**src/rtl/grid_pkg.sv**
```systemverilog
// Shared definitions for the grid walker and its planner.
// Holds the coordinate and step limits plus the direction and planner state encodings.
package grid_pkg;

  localparam int COORD_W  = 5;
  localparam int GRID_MAX = 15;
  localparam int STEP_MAX = 3;

  typedef logic [COORD_W-1:0] coord_t;

  localparam coord_t GRID_MAX_C = coord_t'(GRID_MAX);
  localparam coord_t STEP_MAX_C = coord_t'(STEP_MAX);

  typedef enum logic [1:0] {
    DIR_XP = 2'd0,
    DIR_XN = 2'd1,
    DIR_YP = 2'd2,
    DIR_YN = 2'd3
  } dir_e;

  typedef enum logic [1:0] {
    ST_IDLE   = 2'd0,
    ST_MOVE_A = 2'd1,
    ST_MOVE_B = 2'd2,
    ST_DONE   = 2'd3
  } plan_state_e;

  function automatic coord_t clamp_coord(input coord_t c);
    return (c > GRID_MAX_C) ? GRID_MAX_C : c;
  endfunction

endpackage

```
**src/rtl/grid_axis_step.sv**
```systemverilog
// One-axis step calculator: direction sign, bounded step count and arrival flag
// for a single coordinate pair. Purely combinational.
module grid_axis_step
  import grid_pkg::*;
(
  input  logic [COORD_W-1:0] i_pos,
  input  logic [COORD_W-1:0] i_tgt,
  output logic               o_neg,
  output logic [1:0]         o_steps,
  output logic               o_at_target
);

  logic [COORD_W-1:0] w_dist;

  // Larger minus smaller keeps the distance unsigned without a sign bit.
  assign o_neg       = (i_tgt < i_pos);
  assign w_dist      = o_neg ? (i_pos - i_tgt) : (i_tgt - i_pos);
  assign o_at_target = (w_dist == '0);
  assign o_steps     = (w_dist > STEP_MAX_C) ? 2'(STEP_MAX) : w_dist[1:0];

endmodule

```
**src/rtl/grid_planner.sv**
```systemverilog
// Path planner that converts a target coordinate into (direction, steps) commands
// for the grid walker while tracking a shadow position. Build option
// GRID_PLANNER_YFIRST_EN moves the Y axis before the X axis.
//
// state     | meaning
// ST_IDLE   | waiting for a target, tgt_ready high
// ST_MOVE_A | issuing commands on the first axis
// ST_MOVE_B | issuing commands on the second axis
// ST_DONE   | target reached, done pulses for one cycle
module grid_planner
  import grid_pkg::*;
(
  input  logic               clk,
  input  logic               reset,
  input  logic               tgt_valid,
  output logic               tgt_ready,
  input  logic [COORD_W-1:0] tgt_x,
  input  logic [COORD_W-1:0] tgt_y,
  output logic               cmd_valid,
  input  logic               cmd_ready,
  output logic [1:0]         cmd_dir,
  output logic [1:0]         cmd_steps,
  output logic [COORD_W-1:0] pos_x,
  output logic [COORD_W-1:0] pos_y,
  output logic               done,
  output logic               clamped
);

  plan_state_e  r_state;
  logic         r_tgt_ready;
  logic         r_cmd_valid;
  dir_e         r_cmd_dir;
  logic [1:0]   r_cmd_steps;
  coord_t       r_pos_x;
  coord_t       r_pos_y;
  coord_t       r_tgt_x;
  coord_t       r_tgt_y;
  logic         r_done;
  logic         r_clamped;

  logic         w_accept;
  logic         w_hs;
  logic         w_hs_x;
  logic         w_hs_y;
  logic         w_over;
  coord_t       w_step_ext;
  coord_t       w_pos_x_nxt;
  coord_t       w_pos_y_nxt;
  coord_t       w_tgt_x_nxt;
  coord_t       w_tgt_y_nxt;

  logic         w_x_neg;
  logic [1:0]   w_x_steps;
  logic         w_x_at;
  logic         w_y_neg;
  logic [1:0]   w_y_steps;
  logic         w_y_at;
  dir_e         w_x_dir;
  dir_e         w_y_dir;

  logic         w_a_at;
  dir_e         w_a_dir;
  logic [1:0]   w_a_steps;
  logic         w_b_at;
  dir_e         w_b_dir;
  logic [1:0]   w_b_steps;

  assign w_accept = tgt_valid & r_tgt_ready;
  assign w_hs     = r_cmd_valid & cmd_ready;
  assign w_hs_x   = w_hs & ((r_cmd_dir == DIR_XP) | (r_cmd_dir == DIR_XN));
  assign w_hs_y   = w_hs & ((r_cmd_dir == DIR_YP) | (r_cmd_dir == DIR_YN));
  assign w_over   = (tgt_x > GRID_MAX_C) | (tgt_y > GRID_MAX_C);

  assign w_step_ext  = {{(COORD_W-2){1'b0}}, r_cmd_steps};
  assign w_pos_x_nxt = !w_hs_x ? r_pos_x :
                       (r_cmd_dir == DIR_XN) ? (r_pos_x - w_step_ext) : (r_pos_x + w_step_ext);
  assign w_pos_y_nxt = !w_hs_y ? r_pos_y :
                       (r_cmd_dir == DIR_YN) ? (r_pos_y - w_step_ext) : (r_pos_y + w_step_ext);
  assign w_tgt_x_nxt = w_accept ? clamp_coord(tgt_x) : r_tgt_x;
  assign w_tgt_y_nxt = w_accept ? clamp_coord(tgt_y) : r_tgt_y;

  // The axis units look at next-cycle position and target so the FSM can
  // register the following command directly off their outputs.
  grid_axis_step u_axis_x (
    .i_pos       (w_pos_x_nxt),
    .i_tgt       (w_tgt_x_nxt),
    .o_neg       (w_x_neg),
    .o_steps     (w_x_steps),
    .o_at_target (w_x_at)
  );

  grid_axis_step u_axis_y (
    .i_pos       (w_pos_y_nxt),
    .i_tgt       (w_tgt_y_nxt),
    .o_neg       (w_y_neg),
    .o_steps     (w_y_steps),
    .o_at_target (w_y_at)
  );

  assign w_x_dir = w_x_neg ? DIR_XN : DIR_XP;
  assign w_y_dir = w_y_neg ? DIR_YN : DIR_YP;

`ifdef GRID_PLANNER_YFIRST_EN
  assign w_a_at    = w_y_at;
  assign w_a_dir   = w_y_dir;
  assign w_a_steps = w_y_steps;
  assign w_b_at    = w_x_at;
  assign w_b_dir   = w_x_dir;
  assign w_b_steps = w_x_steps;
`else
  assign w_a_at    = w_x_at;
  assign w_a_dir   = w_x_dir;
  assign w_a_steps = w_x_steps;
  assign w_b_at    = w_y_at;
  assign w_b_dir   = w_y_dir;
  assign w_b_steps = w_y_steps;
`endif

  always_ff @(posedge clk) begin
    if (reset) begin
      r_state     <= ST_IDLE;
      r_tgt_ready <= 1'b1;
      r_cmd_valid <= 1'b0;
      r_cmd_dir   <= DIR_XP;
      r_cmd_steps <= 2'd0;
      r_pos_x     <= '0;
      r_pos_y     <= '0;
      r_tgt_x     <= '0;
      r_tgt_y     <= '0;
      r_done      <= 1'b0;
      r_clamped   <= 1'b0;
    end else begin
      r_pos_x <= w_pos_x_nxt;
      r_pos_y <= w_pos_y_nxt;
      r_tgt_x <= w_tgt_x_nxt;
      r_tgt_y <= w_tgt_y_nxt;
      case (r_state)
        ST_IDLE: begin
          r_done <= 1'b0;
          if (w_accept) begin
            r_clamped   <= w_over;
            r_tgt_ready <= 1'b0;
            if (!w_a_at) begin
              r_state     <= ST_MOVE_A;
              r_cmd_valid <= 1'b1;
              r_cmd_dir   <= w_a_dir;
              r_cmd_steps <= w_a_steps;
            end else if (!w_b_at) begin
              r_state     <= ST_MOVE_B;
              r_cmd_valid <= 1'b1;
              r_cmd_dir   <= w_b_dir;
              r_cmd_steps <= w_b_steps;
            end else begin
              r_state <= ST_DONE;
              r_done  <= 1'b1;
            end
          end
        end
        ST_MOVE_A: begin
          if (w_hs) begin
            if (!w_a_at) begin
              r_cmd_dir   <= w_a_dir;
              r_cmd_steps <= w_a_steps;
            end else if (!w_b_at) begin
              r_state     <= ST_MOVE_B;
              r_cmd_dir   <= w_b_dir;
              r_cmd_steps <= w_b_steps;
            end else begin
              r_state     <= ST_DONE;
              r_cmd_valid <= 1'b0;
              r_cmd_steps <= 2'd0;
              r_done      <= 1'b1;
            end
          end
        end
        ST_MOVE_B: begin
          if (w_hs) begin
            if (!w_b_at) begin
              r_cmd_dir   <= w_b_dir;
              r_cmd_steps <= w_b_steps;
            end else begin
              r_state     <= ST_DONE;
              r_cmd_valid <= 1'b0;
              r_cmd_steps <= 2'd0;
              r_done      <= 1'b1;
            end
          end
        end
        ST_DONE: begin
          r_done      <= 1'b0;
          r_tgt_ready <= 1'b1;
          r_state     <= ST_IDLE;
        end
        default: begin
          r_state     <= ST_IDLE;
          r_tgt_ready <= 1'b1;
          r_cmd_valid <= 1'b0;
          r_cmd_steps <= 2'd0;
          r_done      <= 1'b0;
        end
      endcase
    end
  end

  assign tgt_ready = r_tgt_ready;
  assign cmd_valid = r_cmd_valid;
  assign cmd_dir   = r_cmd_dir;
  assign cmd_steps = r_cmd_steps;
  assign pos_x     = r_pos_x;
  assign pos_y     = r_pos_y;
  assign done      = r_done;
  assign clamped   = r_clamped;

endmodule
```
**config.mk**
```make
export PLATFORM = sky130hd
export DESIGN_NAME = grid_planner
export DESIGN_NICKNAME = d
export VERILOG_FILES = /design/src/rtl/grid_pkg.sv /design/src/rtl/grid_axis_step.sv /design/src/rtl/grid_planner.sv
export SDC_FILE = /design/constraint.sdc
export NUM_CORES = 1
export LEC_CHECK = 0
export BUFFER_PORTS_ARGS = -buffer_cell sky130_fd_sc_hd__buf_4
export CORE_MARGIN = 4
export CORE_UTILIZATION = 50
export CTS_CLUSTER_DIAMETER = 30
export DETAILED_ROUTE_END_ITERATION = 10
export PLACE_DENSITY_LB_ADDON = 0.2
export SLEW_MARGIN = 20
export SYNTH_ARGS = -nofsm -noshare
export SYNTH_HDL_FRONTEND = slang
export SYNTH_HIERARCHICAL = 1
export SYNTH_SLANG_ARGS = --single-unit
```
**constraint.sdc**
```tcl
create_clock -name clk -period 5.97 [get_ports clk]
set_clock_uncertainty 0.2 [all_clocks]
set_input_delay 1.194 -clock clk [delete_from_list [all_inputs] [get_ports clk]]
set_output_delay 1.194 -clock clk [all_outputs]
set_load 0.05 [all_outputs]
```
==> results by group <==
Clocking
  – Number of H-tree levels: 2
  – CTS tree: done
  – PostCTS Resize Cnt: 0
  – CTS Root Cell: clkbuf_8
  – CTS Buf Count: 5
  – Clock-pin slew on the worst setup and hold paths: 0.07 ns
  – Worst-skew pair later-pin latency: 0.28 ns
  – Post-CTS Hold Fix Bufs: 0
  – CTS Buffer Depth: 2
  – Clock sinks: 30
  – Number of post-CTS setup repair buffers: 0

Power
  – Clk pwr share: 0.104
  – Power share of the combinational group: 0.729
  – Peak supply drop: 0.300 mV
  – Pwr/cell area: 516 mW/mm²
  – Sequential power share: 0.167
  – Net Switching: 0.827 mW
  – Net Sw Frac: 0.499
  – Int Pwr: 0.830 mW
  – Leakage: 1.38 nW

Floorplan
  – Num rows: 27
  – Initial Util: 0.515
  – Die Y-Extent: 83.1 µm
  – Io pins: 32
  – Die X: 83.1 µm
  – Core area: 0.00547 mm²
  – DIE AREA: 0.00690 mm²

Timing
  – Final hold viol count: 0
  – Final cycle utilization of the critical path: 0.844
  – TNS Setup: 0 ns
  – Hold slack: 0.284 ns
  – Fin. max-slew vios: 0
  – Final setup viols: 0
  – Actual slew at the worst max-slew pin: 0.666 ns
  – Unrepaired setup endpoints after global routing: no
  – Relative slew slack: 0.551
  – Fmax: 198 MHz
  – Shortest period the worst path allows: 5.04 ns

GRT
  – Antenna violations before repair: 0
  – GR Overflow Total: 0
  – Number of global-route vias before repair: 2406
  – Global Route Usage Sum: 0.194
  – Largest net degree at the start of global routing: 19
  – First-pass GRT wire length: 11100 µm

Detailed routing
  – Detailed Route Iter0 Violations: 175
  – Antenna Violating Nets Remaining: 0
  – Final wirelength: 6560 µm
  – DR pass1 iterations: 5
  – Routed len/inst: 13.9 µm
  – Via-per-instance ratio: 5.47
  – Number of remaining DRC errors: 0
  – Vias: 2586

Synth
  – Synth Area per Inst: 7.70 µm²
  – Synth warn: 6
  – Register area share after synthesis: 0.213
  – Primary FF master, synth: dfxtp_1
  – #FFs+latches synth: 30
  – Leading area contributor after synthesis: dfxtp_1
  – Synthesized area: 0.00282 mm²
  – Top post-synthesis cells by area: dfxtp_1 21%, ha_1 14%, inv_1 5.7%, nand2_1 4.4%, fa_1 4.3%
  – Synth top area share: 0.213
  – EDFF count, synth: 0
  – Synthesized Nets: 418
  – Count leader, synth: inv_1
  – Share of synthesized registers carrying an async set or reset: 0
  – Synth top cells by count: 43 x inv_1, 33 x nand2_1, 32 x ha_1, 32 x nor2_1, 30 x dfxtp_1
  – Cells after synthesis: 366
  – Post-synth cell types: 53

Finish
  – P&R area growth vs syn: 13.9%
  – Final-stage net count: 452
  – Layout fillers: 539
  – Layout cells sized above 1: 0.155
  – Diodes inserted: 0

Setup path
  – CP endpoint kind: flop
  – Max FO, Critical Path: 8
  – CP Data Arrival Time: 5.01 ns
  – Critical path type: flop to flop
  – CP Launch Type: flop
  – Worst Path Required: 5.94 ns

Status
  – Status: finished, final reports clean

Place
  – Port bufs: 31
  – Gpl congestion: 0.952
  – DP HPWL: 5230 µm

Flow run
  – Max-cap violations: 0

Min path
  – Hold Crit Class: flop to flop
## cell type report
type	instances	area [µm²]	share of cell area
clock inverters	1	5.00	0.00156
inverters	43	161	0.0503
clock buffers	7	86.3	0.0269
flip-flops and latches	30	601	0.187
well taps	72	90.1	0.0280
repair buffers	36	270	0.0841
multi-input cells	284	2000	0.622
## worst paths after layout
check	from	end	slack (ns)	depth (start not counted)
worst max register to register	cmd_steps[0]	cmd_valid	0.93	21
worst min-delay path	r_tgt_x[4]	r_tgt_x[4]	0.28	1
worst min register to register	r_tgt_x[4]	r_tgt_x[4]	0.28	1
worst max-delay path	cmd_steps[0]	cmd_valid	0.93	21
## power by group through the flow
stage               sequential (mW)  combinational, mW  clock [mW]
finish                        0.277               1.21       0.172
global route                  0.283               1.34       0.188
CTS                           0.276               1.20       0.174
detailed placement            0.280               1.19           0
global placement              0.279               1.18           0
floorplan                     0.365              0.858           0
## sequential cells by signal, indices dropped and copies added, names as in the netlist
register	count
cmd_dir	2
clamped	1
pos_x	5
tgt_ready	1
pos_y	5
cmd_steps	2
r_tgt_y	5
r_state	2
r_tgt_x	5
cmd_valid	1
done	1
## cells by family after synthesis
group	share of synthesized area
AND/OR/NAND/NOR	0.261
AO/OA/AOI/OAI	0.208
buffers and inverters	0.0781
adder cells (fa/ha/maj)	0.185
flip-flops	0.213
XOR/XNOR	0.0311
multiplexers	0.0235
## layout by cell type (no fill, tap or decap), types with 3 or more instances in the layout
master / count
a211oi_1: 6
a211oi_2: 3
a21oi_1: 23
a22oi_1: 3
a31oi_1: 6
and2_1: 18
buf_4: 36
clkbuf_8: 6
dfxtp_1: 30
fa_1: 6
ha_1: 32
inv_1: 43
mux2_2: 3
nand2_1: 33
nand2b_1: 8
nand2b_2: 3
nand3_1: 6
nand3b_1: 3
nor2_1: 32
nor2_2: 4
nor2b_1: 8
nor3_1: 8
o21ai_0: 22
o21ai_1: 3
o22ai_1: 4
or3_1: 5
xnor2_1: 5
xor2_1: 5
## worst max-delay path: stages, from the launching register on
cell	delay, ns
dfxtp_1	0.42
inv_1	0.07
ha_1	0.31
nand2_1	0.06
o21ai_0	0.16
fa_1	0.46
nand2b_1	0.16
a21oi_1	0.14
mux2_2	0.38
xor2_1	0.14
inv_1	0.06
ha_1	0.39
a21oi_1	0.36
nand3_1	0.13
mux2_2	0.28
o22ai_1	0.23
nor4_1	0.08
buf_4	0.17
and2_1	0.14
o21ai_1	0.22
nand3_1	0.11
a32o_1	0.26
## through the flow
stage          total power [mW]  area, µm²  cells  worst slack [ns]   util
2_1_floorplan              1.22       2820    366             0.793      -
3_3_place_gp               1.46       3120    465             0.854  0.570
3_5_place_dp               1.47       3120    465             0.811  0.570
4_1_cts                    1.65       3210    473             0.934  0.587
5_1_grt                    1.81       3210    473             0.473  0.587
6_report                   1.66       3210    473             0.932  0.587
## per-layer routing
| metal | vias to the layer above | global-route usage | part of all wire |
|---|---|---|---|
| li1 | 1322 | - | - |
| met1 | 1187 | 0.268 | 0.49 |
| met2 | 70 | 0.305 | 0.44 |
| met3 | 7 | 0.0417 | 0.061 |
| met4 | 0 | 0.0505 | 0.0098 |
| met5 | - | 0 | 0 |
No activity file was read; power rests on OpenSTA's default activity.
